**src/rtl/sisc_pkg.sv**
```systemverilog
// sisc_pkg: definitions shared by the SISC fetch unit and control FSM.
//   - opcode constants (NOOP..HLT) and the immediate addressing-mode value
//   - instruction register field bit positions
//   - fetch state encoding (binary, 2 bits)
package sisc_pkg;

  // Opcodes (ir[31:28])
  localparam logic [3:0] OP_NOOP = 4'h0;
  localparam logic [3:0] OP_ALU  = 4'h1;
  localparam logic [3:0] OP_LOD  = 4'h2;
  localparam logic [3:0] OP_STR  = 4'h3;
  localparam logic [3:0] OP_BRA  = 4'h4;
  localparam logic [3:0] OP_BRR  = 4'h5;
  localparam logic [3:0] OP_BNE  = 4'h6;
  localparam logic [3:0] OP_BNR  = 4'h7;
  localparam logic [3:0] OP_HLT  = 4'hF;

  // mm value selecting the immediate operand for ALU ops
  localparam logic [3:0] AM_IMM = 4'b1000;

  // IR field positions
  localparam int IR_OP_MSB  = 31;
  localparam int IR_OP_LSB  = 28;
  localparam int IR_MM_MSB  = 27;
  localparam int IR_MM_LSB  = 24;
  localparam int IR_RD_MSB  = 23;
  localparam int IR_RD_LSB  = 20;
  localparam int IR_RS_MSB  = 19;
  localparam int IR_RS_LSB  = 16;
  localparam int IR_RT_MSB  = 15;
  localparam int IR_RT_LSB  = 12;
  localparam int IR_IMM_MSB = 15;
  localparam int IR_IMM_LSB = 0;

  // Fetch state encoding
  localparam logic [1:0] ST_IDLE = 2'd0;
  localparam logic [1:0] ST_WAIT = 2'd1;
  localparam logic [1:0] ST_ERR  = 2'd2;

endpackage

```
**src/rtl/sisc_fetch_unit_if.sv**
```systemverilog
// sisc_fetch_unit_if: instruction-memory req/ack bus.
//   req   : fetch request, high for the whole transaction
//   addr  : fetch address, stable while req=1 (reads 0 otherwise)
//   ack   : memory data valid
//   rdata : instruction word
// master = fetch unit, slave = instruction memory.
interface sisc_fetch_unit_if #(
  parameter int PC_W = 16
);
  logic            req;
  logic [PC_W-1:0] addr;
  logic            ack;
  logic [31:0]     rdata;

  modport master (output req, output addr, input ack, input rdata);
  modport slave  (input req, input addr, output ack, output rdata);
endinterface

```
**src/rtl/sisc_ir_decode.sv**
```systemverilog
// sisc_ir_decode: combinational split of the instruction register.
//   ir_i     : instruction register
//   opcode_o : ir[31:28]   mm_o : ir[27:24]
//   rd_o     : ir[23:20]   rs_o : ir[19:16]   rt_o : ir[15:12]
//   imm_o    : ir[15:0]
module sisc_ir_decode
  import sisc_pkg::*;
(
  input  logic [31:0] ir_i,
  output logic [3:0]  opcode_o,
  output logic [3:0]  mm_o,
  output logic [3:0]  rd_o,
  output logic [3:0]  rs_o,
  output logic [3:0]  rt_o,
  output logic [15:0] imm_o
);

  assign opcode_o = ir_i[IR_OP_MSB:IR_OP_LSB];
  assign mm_o     = ir_i[IR_MM_MSB:IR_MM_LSB];
  assign rd_o     = ir_i[IR_RD_MSB:IR_RD_LSB];
  assign rs_o     = ir_i[IR_RS_MSB:IR_RS_LSB];
  // rt shares its bits with the top nibble of imm
  assign rt_o     = ir_i[IR_RT_MSB:IR_RT_LSB];
  assign imm_o    = ir_i[IR_IMM_MSB:IR_IMM_LSB];

endmodule

```
**src/rtl/sisc_fetch_unit.sv**
```systemverilog
// sisc_fetch_unit: SISC instruction fetch stage.
// Holds PC and IR, fetches over a req/ack handshake, decodes the IR and
// applies absolute/relative branch targets to the PC.
// Ports:
//   clk, rst_f    : clock (rising edge), asynchronous active-low reset
//   fetch_go_i    : 1-cycle fetch request from ctrl
//   pc_write_i    : load branch target into PC
//   br_sel_i      : 0 absolute (imm), 1 relative (pc + sext(imm))
//   imem_if       : instruction memory bus (master side)
//   pc_o, ir_o    : current PC and instruction register
//   opcode_o, mm_o, rd_o, rs_o, rt_o, imm_o : IR fields
//   ir_valid_o    : 1-cycle pulse after the IR loads
//   fetch_busy_o  : high while waiting for ack
//   fetch_err_o   : sticky handshake timeout flag (cleared by reset only)
module sisc_fetch_unit
  import sisc_pkg::*;
#(
  parameter int              PC_W     = 16,
  parameter logic [PC_W-1:0] RESET_PC = '0,
  parameter int              TIMEOUT  = 16
) (
  input  logic                clk,
  input  logic                rst_f,
  input  logic                fetch_go_i,
  input  logic                pc_write_i,
  input  logic                br_sel_i,
  sisc_fetch_unit_if.master   imem_if,
  output logic [PC_W-1:0]     pc_o,
  output logic [31:0]         ir_o,
  output logic [3:0]          opcode_o,
  output logic [3:0]          mm_o,
  output logic [3:0]          rd_o,
  output logic [3:0]          rs_o,
  output logic [3:0]          rt_o,
  output logic [15:0]         imm_o,
  output logic                ir_valid_o,
  output logic                fetch_busy_o,
  output logic                fetch_err_o
);

  localparam int TMR_W = (TIMEOUT > 2) ? $clog2(TIMEOUT) : 1;
  localparam logic [TMR_W-1:0] TMR_LAST = TMR_W'((TIMEOUT == 0) ? 0 : TIMEOUT - 1);

  logic [1:0]       state_q, state_d;
  logic [PC_W-1:0]  pc_q, pc_d;
  logic [31:0]      ir_q, ir_d;
  logic [PC_W-1:0]  fetch_addr_q, fetch_addr_d;
  logic [TMR_W-1:0] timer_q, timer_d;
  logic             ir_valid_q, ir_valid_d;

  logic [15:0]      imm;
  logic [PC_W-1:0]  imm_zext;
  logic [PC_W-1:0]  imm_sext;
  logic [PC_W-1:0]  target;

  sisc_ir_decode u_decode (
    .ir_i     (ir_q),
    .opcode_o (opcode_o),
    .mm_o     (mm_o),
    .rd_o     (rd_o),
    .rs_o     (rs_o),
    .rt_o     (rt_o),
    .imm_o    (imm)
  );

  assign imm_o = imm;

  // Fit the 16-bit immediate to PC_W: extend when wider, truncate when narrower.
  generate
    if (PC_W > 16) begin : g_imm_wide
      assign imm_zext = {{(PC_W-16){1'b0}}, imm};
      assign imm_sext = {{(PC_W-16){imm[15]}}, imm};
    end else if (PC_W == 16) begin : g_imm_eq
      assign imm_zext = imm;
      assign imm_sext = imm;
    end else begin : g_imm_narrow
      assign imm_zext = imm[PC_W-1:0];
      assign imm_sext = imm[PC_W-1:0];
    end
  endgenerate

  // Relative add wraps naturally at PC_W bits.
  assign target = br_sel_i ? (pc_q + imm_sext) : imm_zext;

  always_comb begin
    state_d      = state_q;
    pc_d         = pc_q;
    ir_d         = ir_q;
    fetch_addr_d = fetch_addr_q;
    timer_d      = timer_q;
    ir_valid_d   = 1'b0;
    case (state_q)
      ST_IDLE: begin
        if (fetch_go_i) begin
          // A simultaneous branch redirects this fetch to the target.
          fetch_addr_d = pc_write_i ? target : pc_q;
          timer_d      = '0;
          state_d      = ST_WAIT;
        end else if (pc_write_i) begin
          pc_d = target;
        end
      end
      ST_WAIT: begin
        if (imem_if.ack) begin
          // Ack wins over a timeout expiring in the same cycle.
          ir_d       = imem_if.rdata;
          pc_d       = fetch_addr_q + 1'b1;
          ir_valid_d = 1'b1;
          timer_d    = '0;
          state_d    = ST_IDLE;
        end else if ((TIMEOUT != 0) && (timer_q == TMR_LAST)) begin
          state_d = ST_ERR;
        end else begin
          timer_d = timer_q + 1'b1;
        end
      end
      ST_ERR: begin
        // Terminal until reset.
      end
      default: state_d = ST_IDLE;
    endcase
  end

  always_ff @(posedge clk or negedge rst_f) begin
    if (!rst_f) begin
      state_q      <= ST_IDLE;
      pc_q         <= RESET_PC;
      ir_q         <= '0;
      fetch_addr_q <= RESET_PC;
      timer_q      <= '0;
      ir_valid_q   <= 1'b0;
    end else begin
      state_q      <= state_d;
      pc_q         <= pc_d;
      ir_q         <= ir_d;
      fetch_addr_q <= fetch_addr_d;
      timer_q      <= timer_d;
      ir_valid_q   <= ir_valid_d;
    end
  end

  // req/addr decode from the registered state, so reset drops req at once.
  assign fetch_busy_o = (state_q == ST_WAIT);
  assign fetch_err_o  = (state_q == ST_ERR);
  assign imem_if.req  = fetch_busy_o;
  assign imem_if.addr = fetch_busy_o ? fetch_addr_q : '0;

  assign pc_o       = pc_q;
  assign ir_o       = ir_q;
  assign ir_valid_o = ir_valid_q;

endmodule

```
**src/flat_wrapper.sv**
```systemverilog
// flat-port wrapper written by rule: the top's interface ports become plain ports
module sisc_fetch_unit_flat import sisc_pkg::*;
#(
  parameter int              PC_W     = 16,
  parameter logic [PC_W-1:0] RESET_PC = '0,
  parameter int              TIMEOUT  = 16
)
  (clk, rst_f, fetch_go_i, pc_write_i, br_sel_i, pc_o, ir_o, opcode_o, mm_o, rd_o, rs_o, rt_o, imm_o, ir_valid_o, fetch_busy_o, fetch_err_o, imem_if_req, imem_if_addr, imem_if_ack, imem_if_rdata);
  sisc_fetch_unit_if #(.PC_W(PC_W)) imem_if_i ();
  input  logic clk;
  input  logic rst_f;
  input  logic fetch_go_i;
  input  logic pc_write_i;
  input  logic br_sel_i;
  output logic [PC_W-1:0] pc_o;
  output logic [31:0] ir_o;
  output logic [3:0] opcode_o;
  output logic [3:0] mm_o;
  output logic [3:0] rd_o;
  output logic [3:0] rs_o;
  output logic [3:0] rt_o;
  output logic [15:0] imm_o;
  output logic ir_valid_o;
  output logic fetch_busy_o;
  output logic fetch_err_o;
  output wire logic [$bits(imem_if_i.req)-1:0] imem_if_req;
  output wire logic [$bits(imem_if_i.addr)-1:0] imem_if_addr;
  input wire logic [$bits(imem_if_i.ack)-1:0] imem_if_ack;
  input wire logic [$bits(imem_if_i.rdata)-1:0] imem_if_rdata;
  assign imem_if_req = imem_if_i.req;
  assign imem_if_addr = imem_if_i.addr;
  assign imem_if_i.ack = imem_if_ack;
  assign imem_if_i.rdata = imem_if_rdata;
  sisc_fetch_unit #(.PC_W(PC_W), .RESET_PC(RESET_PC), .TIMEOUT(TIMEOUT)) u_core (.clk(clk), .rst_f(rst_f), .fetch_go_i(fetch_go_i), .pc_write_i(pc_write_i), .br_sel_i(br_sel_i), .imem_if(imem_if_i), .pc_o(pc_o), .ir_o(ir_o), .opcode_o(opcode_o), .mm_o(mm_o), .rd_o(rd_o), .rs_o(rs_o), .rt_o(rt_o), .imm_o(imm_o), .ir_valid_o(ir_valid_o), .fetch_busy_o(fetch_busy_o), .fetch_err_o(fetch_err_o));
endmodule
```
**config.mk**
```make
export PLATFORM = sky130hd
export DESIGN_NAME = sisc_fetch_unit_flat
export DESIGN_NICKNAME = d
export VERILOG_FILES = /design/src/rtl/sisc_pkg.sv /design/src/rtl/sisc_fetch_unit_if.sv /design/src/rtl/sisc_ir_decode.sv /design/src/rtl/sisc_fetch_unit.sv /design/src/flat_wrapper.sv
export SDC_FILE = /design/constraint.sdc
export NUM_CORES = 1
export LEC_CHECK = 0
export ABC_AREA = 1
export CAP_MARGIN = 20
export CORE_AREA = 3 3 101 103
export DETAILED_ROUTE_END_ITERATION = 12
export DIE_AREA = 0 0 104 106
export PLACE_DENSITY_LB_ADDON = 0.05
export SLEW_MARGIN = 10
export SYNTH_ARGS = -nofsm -noshare
export SYNTH_HDL_FRONTEND = slang
export SYNTH_SLANG_ARGS = --single-unit
export TNS_END_PERCENT = 1
```
**constraint.sdc**
```tcl
create_clock -name clk -period 4.3 [get_ports clk]
set_input_delay 0.645 -clock clk [delete_from_list [all_inputs] [get_ports clk]]
set_output_delay 0.645 -clock clk [all_outputs]
set_load 0.02 [all_outputs]
```
==> results of run 1 <==
## cells by family (layout without fill, tap and decap cells)
logic type | Yosys count | after routing | synth area share (%)
AOI/OAI and AO/OA | 64 | 64 | 7.274
DFF | 71 | 71 | 36.76
and+or+nand+nor | 405 | 405 | 35.41
xor gates and xnor gates | 12 | 12 | 2.174
buffers and inverters | 135 | 236 | 13.56
adders and majority gates | 18 | 18 | 4.815
## how the worst max path moves through the flow
stage                      startpoint                to  slack, ns  cells after the start
floorplan              u_core.pc_o[0]    u_core.pc_o[8]       2.28                     11
global placement    u_core.state_q[0]    u_core.pc_o[1]       1.40                     10
detailed placement  u_core.state_q[0]    u_core.pc_o[1]       1.26                     10
CTS                 u_core.state_q[0]  imem_if_addr[12]       1.18                      5
global route        u_core.state_q[0]    u_core.pc_o[1]       0.96                     10
finish              u_core.state_q[0]  imem_if_addr[12]       1.22                      5
## layout make-up
cell class              instances  area (um2)
inverters                      78       292.8
repair buffers                142        1414
multi-input cells             499        2401
clock buffers                  11       141.4
fillers                       830        3063
well taps                     129       161.4
flip-flops and latches         71        1777
clock inverters                 5       33.78
## flip-flops by register name (all words and copies together), names as in the netlist
register	flops
u_core.ir_o	32
u_core.fetch_addr_q	16
u_core.timer_q	4
u_core.state_q	2
u_core.pc_o	16
u_core.ir_valid_o	1
## worst max-delay path: cells and delay by family (launching register included)
family	cells	cell delay (ns)
buffers and inverters	3	1.11
DFF	1	0.39
and+or+nand+nor	2	0.58
## Yosys cell counts, types with 3 or more instances
cell,count
xor2_1,10
a21oi_1,16
nor2_1,67
ha_1,17
o211ai_1,3
buf_1,6
nand3_2,3
nand3_1,45
clkbuf_1,11
inv_1,74
nand2_1,268
nand2_2,3
nor3_1,5
dfrtp_1,71
a31oi_1,12
nor2_4,3
inv_2,4
o21ai_0,26
buf_4,37
o21ai_1,4
## power by group through the flow
stage / Combinational [mW] / Clock (mW) / Sequential, mW
3_3_place_gp: 0.252 / 0 / 0.722
6_report: 0.253 / 0.481 / 0.710
3_5_place_dp: 0.255 / 0 / 0.722
4_1_cts: 0.255 / 0.492 / 0.710
5_1_grt: 0.278 / 0.518 / 0.714
2_1_floorplan: 0.121 / 0 / 0.738
## layout by cell type (no fill, tap or decap), types with 2 or more instances in the layout
master           count
a21oi_1             16
a31oi_1             12
and2_1               2
clkbuf_8            10
clkdlybuf4s50_1    140
clkinv_2             2
clkinvlp_4           2
dfrtp_1             71
ha_1                17
inv_1               74
inv_2                4
nand2_1            268
nand2_2              3
nand3_1             45
nand3_2              3
nor2_1              67
nor2_4               3
nor2_8               2
nor3_1               5
o211ai_1             3
o21ai_0             26
o21ai_1              4
xnor2_1              2
xor2_1              10
## per-layer routing
| layer | routed length, um | share of wire, % | vias to the layer above | global-route usage (%) |
|---|---|---|---|---|
| li1 | - | - | 2357 | - |
| met1 | 5764 | 46 | 2132 | 32.89 |
| met2 | 5661 | 45 | 177 | 38.67 |
| met3 | 985 | 7.8 | 14 | 3.947 |
| met4 | 158 | 1.3 | 0 | 6.458 |
| met5 | 0 | 0 | - | 0 |
## stage by stage
stage | hold WS (ns) | power, mW | instance area (um2) | setup slack, ns
after global placement | 0.4853 | 0.9739 | 6046 | 1.396
final | 0.3560 | 1.444 | 6221 | 1.216
after CTS | 0.3717 | 1.457 | 6221 | 1.183
after floorplan | 0.3494 | 0.8596 | 4833 | 2.280
after global routing | 0.4206 | 1.510 | 6221 | 0.9629
after detailed placement | 0.4889 | 0.9768 | 6046 | 1.261
==> flow_metrics.env, run 1 <==
export IMPL_min_path_type="input pin to async pin"
export IMPL_synth_warnings=0
export IMPL_dieArea_um2=11020
export IMPL_regToRegSetupSlack_ns=1.32
export IMPL_postCtsSetupRepairBufs=0
export IMPL_final_max_slew_violation_count=0
export IMPL_min_period_over_period_pct=71.73
export IMPL_powerDensity_nw_per_um2=232.2
export IMPL_setup_viol=0
export IMPL_cpMaxStageDelayCell="clkdlybuf4s50_1"
export IMPL_seqPwrFrac_pct=49.1
export IMPL_p_switching_uw=414.8
export IMPL_rsz0062_at_grt="false"
export IMPL_vias=4680
export IMPL_timing_fmax_ghz=0.3242
export IMPL_firstDrtPassIters=5
export IMPL_fin_skew_ns=0.01504
export IMPL_max_cap_violations=0
export IMPL_grt_pass1_wl_mm=21.95
export IMPL_start_util_pct=52.06
export IMPL_syn_nets=761
export IMPL_slew_limit_headroom_pct=47.94
export IMPL_criticalPathCategory="flip-flop to primary output"
export IMPL_die_y_um=106
export IMPL_synth_area_um2=4833
export IMPL_startpoint_type="flip-flop"
export IMPL_postCtsHoldBufs=0
export IMPL_portBuffers=141
export IMPL_min_period_ns=3.084
export IMPL_antenna_found_initial=0
export IMPL_pwr_share_clk_pct=33.3
export IMPL_dp_cells=919
export IMPL_worst_pin_slew_ns=0.7784
export IMPL_grt_pass1_vias=4668
export IMPL_pwr_share_comb_pct=17.5
export IMPL_ys_ff_latch=71
export IMPL_ir_drop_v=0.0001802
export IMPL_synth_cell_types=36
export IMPL_grt_use_total_pct=23.73
export IMPL_drtIter0Drc=224
export IMPL_clk_pin_slew_ns=0.08
export IMPL_clkLatencyLatePin_ns=0.34
export IMPL_setup_tns_ns=0
export IMPL_cts_buffer_depth=2
export IMPL_area_growth_pct=28.71
export IMPL_ys_flop_type="dfrtp_1"
export IMPL_gp_congestion=0.8690
export IMPL_async_reset_ff_share_pct=100.0
export IMPL_postRouteAntennaNets=0
export IMPL_drc=0
export IMPL_die_width_um=104
export IMPL_ios=142
export IMPL_dp_hpwl_mm=9.452
export IMPL_cp_max_fo=37
export IMPL_crit_reg2reg_launch="u_core.state_q[0]"
export IMPL_rr_worst_depth=10
export IMPL_h_tree_depth=3
export IMPL_core_area_um2=9284
export IMPL_synth_top_area_cell="dfrtp_1"
export IMPL_cts_resized=0
export IMPL_timing_rr_end="u_core.pc_o[1]"
export IMPL_synth_top_area_share_pct=36.76
export IMPL_via_per_inst=5.005
export IMPL_synth_yosys_seq_area_share_pct=36.76
export IMPL_synth_edf_count=0
export IMPL_cpPeakStageDelay_ns=0.63
export IMPL_num_rows=35
export IMPL_status="complete, no violations"
export IMPL_avgSynthCellArea_um2=6.856
export IMPL_antenna_cells=0
export IMPL_crit_required_ns=3.65
export IMPL_numCtsBuffers=9
export IMPL_ys_top_cells_by_area="dfrtp_1 (37%), nand2_1 (21%), buf_4 (5.7%)"
export IMPL_drt_wl_total_mm=12.57
export IMPL_crit_path_end_kind="primary output"
export IMPL_utilization_pct=67.01
export IMPL_nets=857
export IMPL_internal_power_mw=1.030
export IMPL_p_leak_nw=3.159
export IMPL_grt_overflow=0
export IMPL_p_sw_share_pct=28.72
export IMPL_finalHoldViolCount=0
export IMPL_drive_above_1_share_pct=4.715
export IMPL_syn_instance_count=705
export IMPL_crit_chain="inv_1, nor2_4, inv_2, nor2_1, clkdlybuf4s50_1"
export IMPL_fin_cells=935
export IMPL_arrival_ns=2.44
export IMPL_grt_start_max_net_pins=40
export IMPL_wl_per_cell_um=13.44
export IMPL_cts_tree="done"
export IMPL_cts_root_buf="clkbuf_8"
export IMPL_cts_sinks=71
No activity file was read; power rests on OpenSTA's default activity.
==> run 2, diff against run 1 <==
--- a/config.mk
+++ b/config.mk
@@ -7,9 +7,9 @@
 export LEC_CHECK = 0
 export ABC_AREA = 1
 export CAP_MARGIN = 20
-export CORE_AREA = 3 3 101 103
+export CORE_AREA = 3 3 105 107
 export DETAILED_ROUTE_END_ITERATION = 12
-export DIE_AREA = 0 0 104 106
+export DIE_AREA = 0 0 108 110
 export PLACE_DENSITY_LB_ADDON = 0.05
 export SLEW_MARGIN = 10
 export SYNTH_ARGS = -nofsm -noshare
==> constraint.sdc (replaced) <==
create_clock -name clk -period 3 [get_ports clk]
set_input_delay 0.45 -clock clk [delete_from_list [all_inputs] [get_ports clk]]
set_output_delay 0.45 -clock clk [all_outputs]
set_load 0.02 [all_outputs]
==> run 2 against run 1 <==
- worst hold slack got worse by 0.17 ns
- largest cell class unchanged
- design area rose by 0.88%
- count of clock-buffer cells in the layout rose by 2
- register-to-register slack got worse by 0.51 ns
- sequential share of layout area fell by 0.25 points
- clock power rose by 41%
- final cell count rose by 1.2%
- critical endpoint is now imem_if_addr[0]
==> flow_metrics.env, run 2 (synthesis gave the netlist of run 1 again) <==
export IMPL_status="complete, no violations"
export IMPL_largest_reg_flops=32
export IMPL_ff_latch_area_um2=1777
export IMPL_drive_above_1_share_pct=5.062
export IMPL_portBuffers=141
export IMPL_drtIter0Drc=269
export IMPL_powerDensity_nw_per_um2=328.5
export IMPL_postRouteAntennaNets=0
export IMPL_nets=863
export IMPL_crit_path_end_kind="primary output"
export IMPL_final_common_cell="nand2_1"
export IMPL_finalHoldViolCount=0
export IMPL_grt_pass1_vias=4456
export IMPL_cts_root_buf="clkbuf_8"
export IMPL_cts_tree="done"
export IMPL_drc=0
export IMPL_fin_cells=946
export IMPL_ios=142
export IMPL_arrival_ns=1.99
export IMPL_die_y_um=110
export IMPL_startpoint_type="flip-flop"
export IMPL_cp_max_fo=28
export IMPL_min_period_over_period_pct=81.25
export IMPL_num_rows=37
export IMPL_gp_congestion=0.8783
export IMPL_area_growth_pct=29.85
export IMPL_clkLatencyLatePin_ns=0.34
export IMPL_crit_required_ns=2.55
export IMPL_dp_hpwl_mm=9.701
export IMPL_slew_limit_headroom_pct=46.85
export IMPL_rsz0062_at_grt="false"
export IMPL_setup_tns_ns=0
export IMPL_antenna_found_initial=0
export IMPL_firstDrtPassIters=4
export IMPL_grt_start_max_net_pins=39
export IMPL_postCtsHoldBufs=0
export IMPL_fill_cells=936
export IMPL_min_period_ns=2.438
export IMPL_antenna_cells=0
export IMPL_grt_use_total_pct=22.52
export IMPL_grt_pass1_wl_mm=21.40
export IMPL_final_max_slew_violation_count=0
export IMPL_cts_buffer_depth=2
export IMPL_p_leak_nw=3.193
export IMPL_fin_skew_ns=0.007645
export IMPL_die_width_um=108
export IMPL_dieArea_um2=11880
export IMPL_numCtsBuffers=9
export IMPL_mostFrequentLayoutCells="nand2_1 (268), clkdlybuf4s50_1 (140), inv_1 (74), dfrtp_1 (71), nor2_1 (67)"
export IMPL_wl_per_cell_um=13.61
export IMPL_core_area_um2=10230
export IMPL_worst_pin_slew_ns=0.7972
export IMPL_min_path_type="input pin to async pin"
export IMPL_clk_pin_slew_ns=0.07
export IMPL_regToRegSetupSlack_ns=0.81
export IMPL_cts_resized=0
export IMPL_dp_cells=932
export IMPL_utilization_pct=61.34
export IMPL_timing_fmax_ghz=0.4103
export IMPL_criticalPathCategory="flip-flop to primary output"
export IMPL_postCtsSetupRepairBufs=0
export IMPL_via_per_inst=4.850
export IMPL_setup_viol=0
export IMPL_vias=4588
export IMPL_multi_input_area_um2=2401
export IMPL_drt_wl_total_mm=12.87
export IMPL_cts_sinks=71
export IMPL_grt_overflow=0
export IMPL_ir_drop_v=0.0001794
export IMPL_h_tree_depth=3
export IMPL_start_util_pct=47.24
export IMPL_max_cap_violations=0
==> run 2: critical path, cell delays in order (launching register included) <==
cell and delay, ns:
dfrtp_1 0.41, inv_1 0.10, nor2_4 0.04, inv_2 0.40
nor2_1 0.12, clkdlybuf4s50_1 0.56
==> run 2: stage by stage <==
step	instance area [um2]	setup WS [ns]	hold WS, ns	total power [mW]
after floorplan	4833	0.9795	0.1544	1.232
after global placement	6112	0.9221	0.4791	1.398
after CTS	6276	0.5426	0.1961	2.081
final	6276	0.5625	0.1838	2.062
after detailed placement	6112	0.8456	0.4935	1.403
after global routing	6276	0.4403	0.2588	2.154
==> run 2: per-layer routing <==
layer	global-route usage [%]	routed length [um]	share of wire, %	vias to the layer above
li1	-	-	-	2353
met1	31.95	6120	48	2067
met2	35.21	5729	45	155
met3	3.844	827	6.4	13
met4	7.304	194	1.5	0
met5	0	0	0	-
==> run 2: worst paths after layout <==
| check | from | cells after the start | end |
|---|---|---|---|
| max | u_core.state_q[0] | 5 | imem_if_addr[0] |
| min | rst_f | 1 | u_core.state_q[0] |
| max reg2reg | u_core.ir_o[0] | 11 | u_core.pc_o[8] |
| min reg2reg | u_core.ir_o[31] | 2 | u_core.ir_o[31] |
| max in group asynchronous | rst_f | 2 | u_core.ir_o[14] |
| min in group clk | u_core.ir_o[31] | 2 | u_core.ir_o[31] |
==> run 2: area by class of cell <==
| cell class | instances | area share (%) |
|---|---|---|
| repair buffers | 148 | 23.44 |
| multi-input cells | 499 | 38.26 |
| clock buffers | 13 | 2.532 |
| clock inverters | 1 | 0.07974 |
| inverters | 78 | 4.665 |
| flip-flops and latches | 71 | 28.31 |
| well taps | 136 | 2.711 |
==> run 2: report_power, final <==
group	internal, mW	switching (mW)	leakage [nW]
Combinational	0.175	0.191	2.18
Sequential	0.983	0.0347	0.927
Clock	0.336	0.342	0.0854
Total	1.49	0.568	3.19
==> run 3, diff against run 2 <==
--- a/config.mk
+++ b/config.mk
@@ -7,9 +7,9 @@
 export LEC_CHECK = 0
 export ABC_AREA = 1
 export CAP_MARGIN = 20
-export CORE_AREA = 3 3 105 107
+export CORE_AREA = 3 3 109 111
 export DETAILED_ROUTE_END_ITERATION = 12
-export DIE_AREA = 0 0 108 110
+export DIE_AREA = 0 0 112 114
 export PLACE_DENSITY_LB_ADDON = 0.05
 export SLEW_MARGIN = 10
 export SYNTH_ARGS = -nofsm -noshare
==> constraint.sdc (replaced) <==
create_clock -name clk -period 2.1 [get_ports clk]
set_input_delay 0.315 -clock clk [delete_from_list [all_inputs] [get_ports clk]]
set_output_delay 0.315 -clock clk [all_outputs]
set_load 0.02 [all_outputs]
==> run 3 against run 2 <==
- combinational power is 58% higher
- sequential power is 41% higher
- count of clock-buffer cells in the layout is 1 higher
- clock skew hardly changed
- largest cell class unchanged
- largest power group unchanged
- highest routed layer unchanged
==> flow_metrics.env, run 3 (synthesis gave the netlist of run 1 again) <==
export IMPL_met3_usage_pct=4.775
export IMPL_antenna_cells=0
export IMPL_vias=4668
export IMPL_grt_pass1_wl_mm=22.00
export IMPL_drtIter0Drc=318
export IMPL_cts_tree="done"
export IMPL_arrival_ns=2.21
export IMPL_ff_latch_area_um2=1777
export IMPL_fin_skew_ns=0.007816
export IMPL_min_period_ns=1.967
export IMPL_largest_reg_flops=32
export IMPL_drive_above_1_share_pct=9.244
export IMPL_cts_root_buf="clkbuf_8"
export IMPL_crit_path_end_kind="flip-flop"
export IMPL_grt_use_met2_pct=33.41
export IMPL_cp_max_fo=4
export IMPL_top_usage_layer="met2"
export IMPL_min_path_type="input pin to async pin"
export IMPL_antenna_found_initial=0
export IMPL_status="complete, no violations"
export IMPL_timing_fmax_ghz=0.5083
export IMPL_drc=0
export IMPL_clk_pin_slew_ns=0.08
export IMPL_finalHoldViolCount=0
export IMPL_portBuffers=141
export IMPL_gp_congestion=0.8850
export IMPL_clkLatencyLatePin_ns=0.35
export IMPL_cts_buffer_depth=2
export IMPL_postRouteAntennaNets=0
export IMPL_num_rows=38
export IMPL_ios=142
export IMPL_setup_tns_ns=0
export IMPL_final_common_cell="nand2_1"
export IMPL_grt_overflow=0
export IMPL_grt_pass1_vias=4616
export IMPL_powerDensity_nw_per_um2=502.7
export IMPL_crit_required_ns=2.34
export IMPL_dieArea_um2=12770
export IMPL_start_util_pct=44.39
export IMPL_final_max_slew_violation_count=0
export IMPL_die_width_um=112
export IMPL_fill_cells=992
export IMPL_rsz0062_at_grt="true"
export IMPL_multi_input_area_um2=2509
export IMPL_whs_ns=0.4109
export IMPL_mostFrequentLayoutCells="nand2_1 (268), clkdlybuf4s50_1 (122), inv_1 (74), dfrtp_1 (71), nor2_1 (67)"
export IMPL_max_cap_violations=0
export IMPL_nets=884
export IMPL_min_period_over_period_pct=93.68
export IMPL_setup_viol=0
export IMPL_area_growth_pct=37.33
export IMPL_via_per_inst=4.798
export IMPL_worst_pin_slew_ns=0.3688
export IMPL_criticalPathCategory="flip-flop to flip-flop"
export IMPL_ir_drop_v=0.0003043
export IMPL_startpoint_type="flip-flop"
export IMPL_numCtsBuffers=9
export IMPL_met1_usage_pct=28.98
export IMPL_firstDrtPassIters=5
export IMPL_die_y_um=114
export IMPL_slew_limit_headroom_pct=75.19
export IMPL_drt_wl_total_mm=13.15
export IMPL_dp_hpwl_mm=9.827
export IMPL_cts_sinks=71
export IMPL_core_area_um2=10890
export IMPL_p_leak_nw=3.475
export IMPL_grt_use_total_pct=21.11
export IMPL_h_tree_depth=3
export IMPL_grt_start_max_net_pins=47
export IMPL_wl_per_cell_um=13.51
## run 3: per-layer routing
| metal | vias to the layer above | wire [um] |
|---|---|---|
| li1 | 2409 | - |
| met4 | 0 | 173 |
| met5 | - | 0 |
| met2 | 160 | 5777 |
| met3 | 14 | 964 |
| met1 | 2085 | 6232 |
## run 3: report_power, final
group / internal (mW) / leakage (nW) / switching (mW)
registers: 1.40 / 0.927 / 0.0375
clock network: 0.800 / 0.123 / 0.516
logic: 0.283 / 2.43 / 0.295
total: 2.49 / 3.47 / 0.849
## run 3: final timing paths
path / start / endpoint / slack [ns] / depth (start not counted)
worst max register to register: u_core.pc_o[6] / u_core.pc_o[11] / 0.13 / 12
min in group clk: u_core.state_q[0] / u_core.state_q[1] / 0.50 / 1
worst min register to register: u_core.state_q[0] / u_core.state_q[1] / 0.50 / 1
worst max-delay path: u_core.pc_o[6] / u_core.pc_o[11] / 0.13 / 12
max in group asynchronous: rst_f / u_core.ir_o[14] / 1.12 / 3
worst min-delay path: rst_f / u_core.timer_q[3] / 0.41 / 2
## run 3: critical path, cell delays in order, from the launching register on
cell     delay, ns
dfrtp_1       0.47
ha_4          0.33
nand2_1       0.10
nor2_1        0.16
nand3_1       0.09
nand2_1       0.12
nand2_1       0.10
nand3_1       0.08
nand3_1       0.08
nand2_1       0.13
nand3_1       0.08
nand2_1       0.07
nand2_1       0.05
## run 3: layout make-up
class	instances	area share [%]
Clock buffer	14	2.752
Clock inverter	2	0.9048
Inverter	78	4.449
Multi-Input combinational cell	499	37.79
Sequential cell	71	26.77
Tap cell	140	2.639
Timing Repair Buffer	169	24.69
## run 3: stage by stage
| stage | instances | instance area, um2 | power (mW) | worst slack, ns | utilization [%] |
|---|---|---|---|---|---|
| global placement | 956 | 6282 | 2.029 | 0.07329 | 57.70 |
| floorplan | 705 | 4833 | 1.760 | 0.07954 | - |
| finish | 973 | 6638 | 3.337 | 0.1327 | 60.96 |
| global route | 973 | 6638 | 3.471 | -0.04288 | 60.96 |
| CTS | 973 | 6520 | 3.351 | 0.0001149 | 59.88 |
| detailed placement | 956 | 6282 | 2.032 | 0.01819 | 57.70 |
## run 3: what timing repair did
item / CTS / global route
setup buffers: 0 / 0
endpoints found under the setup margin: 18 / 23
endpoints found under the hold margin: 25 / 0
hold buffers: 1 / 0
gates resized for setup: 15 / 20
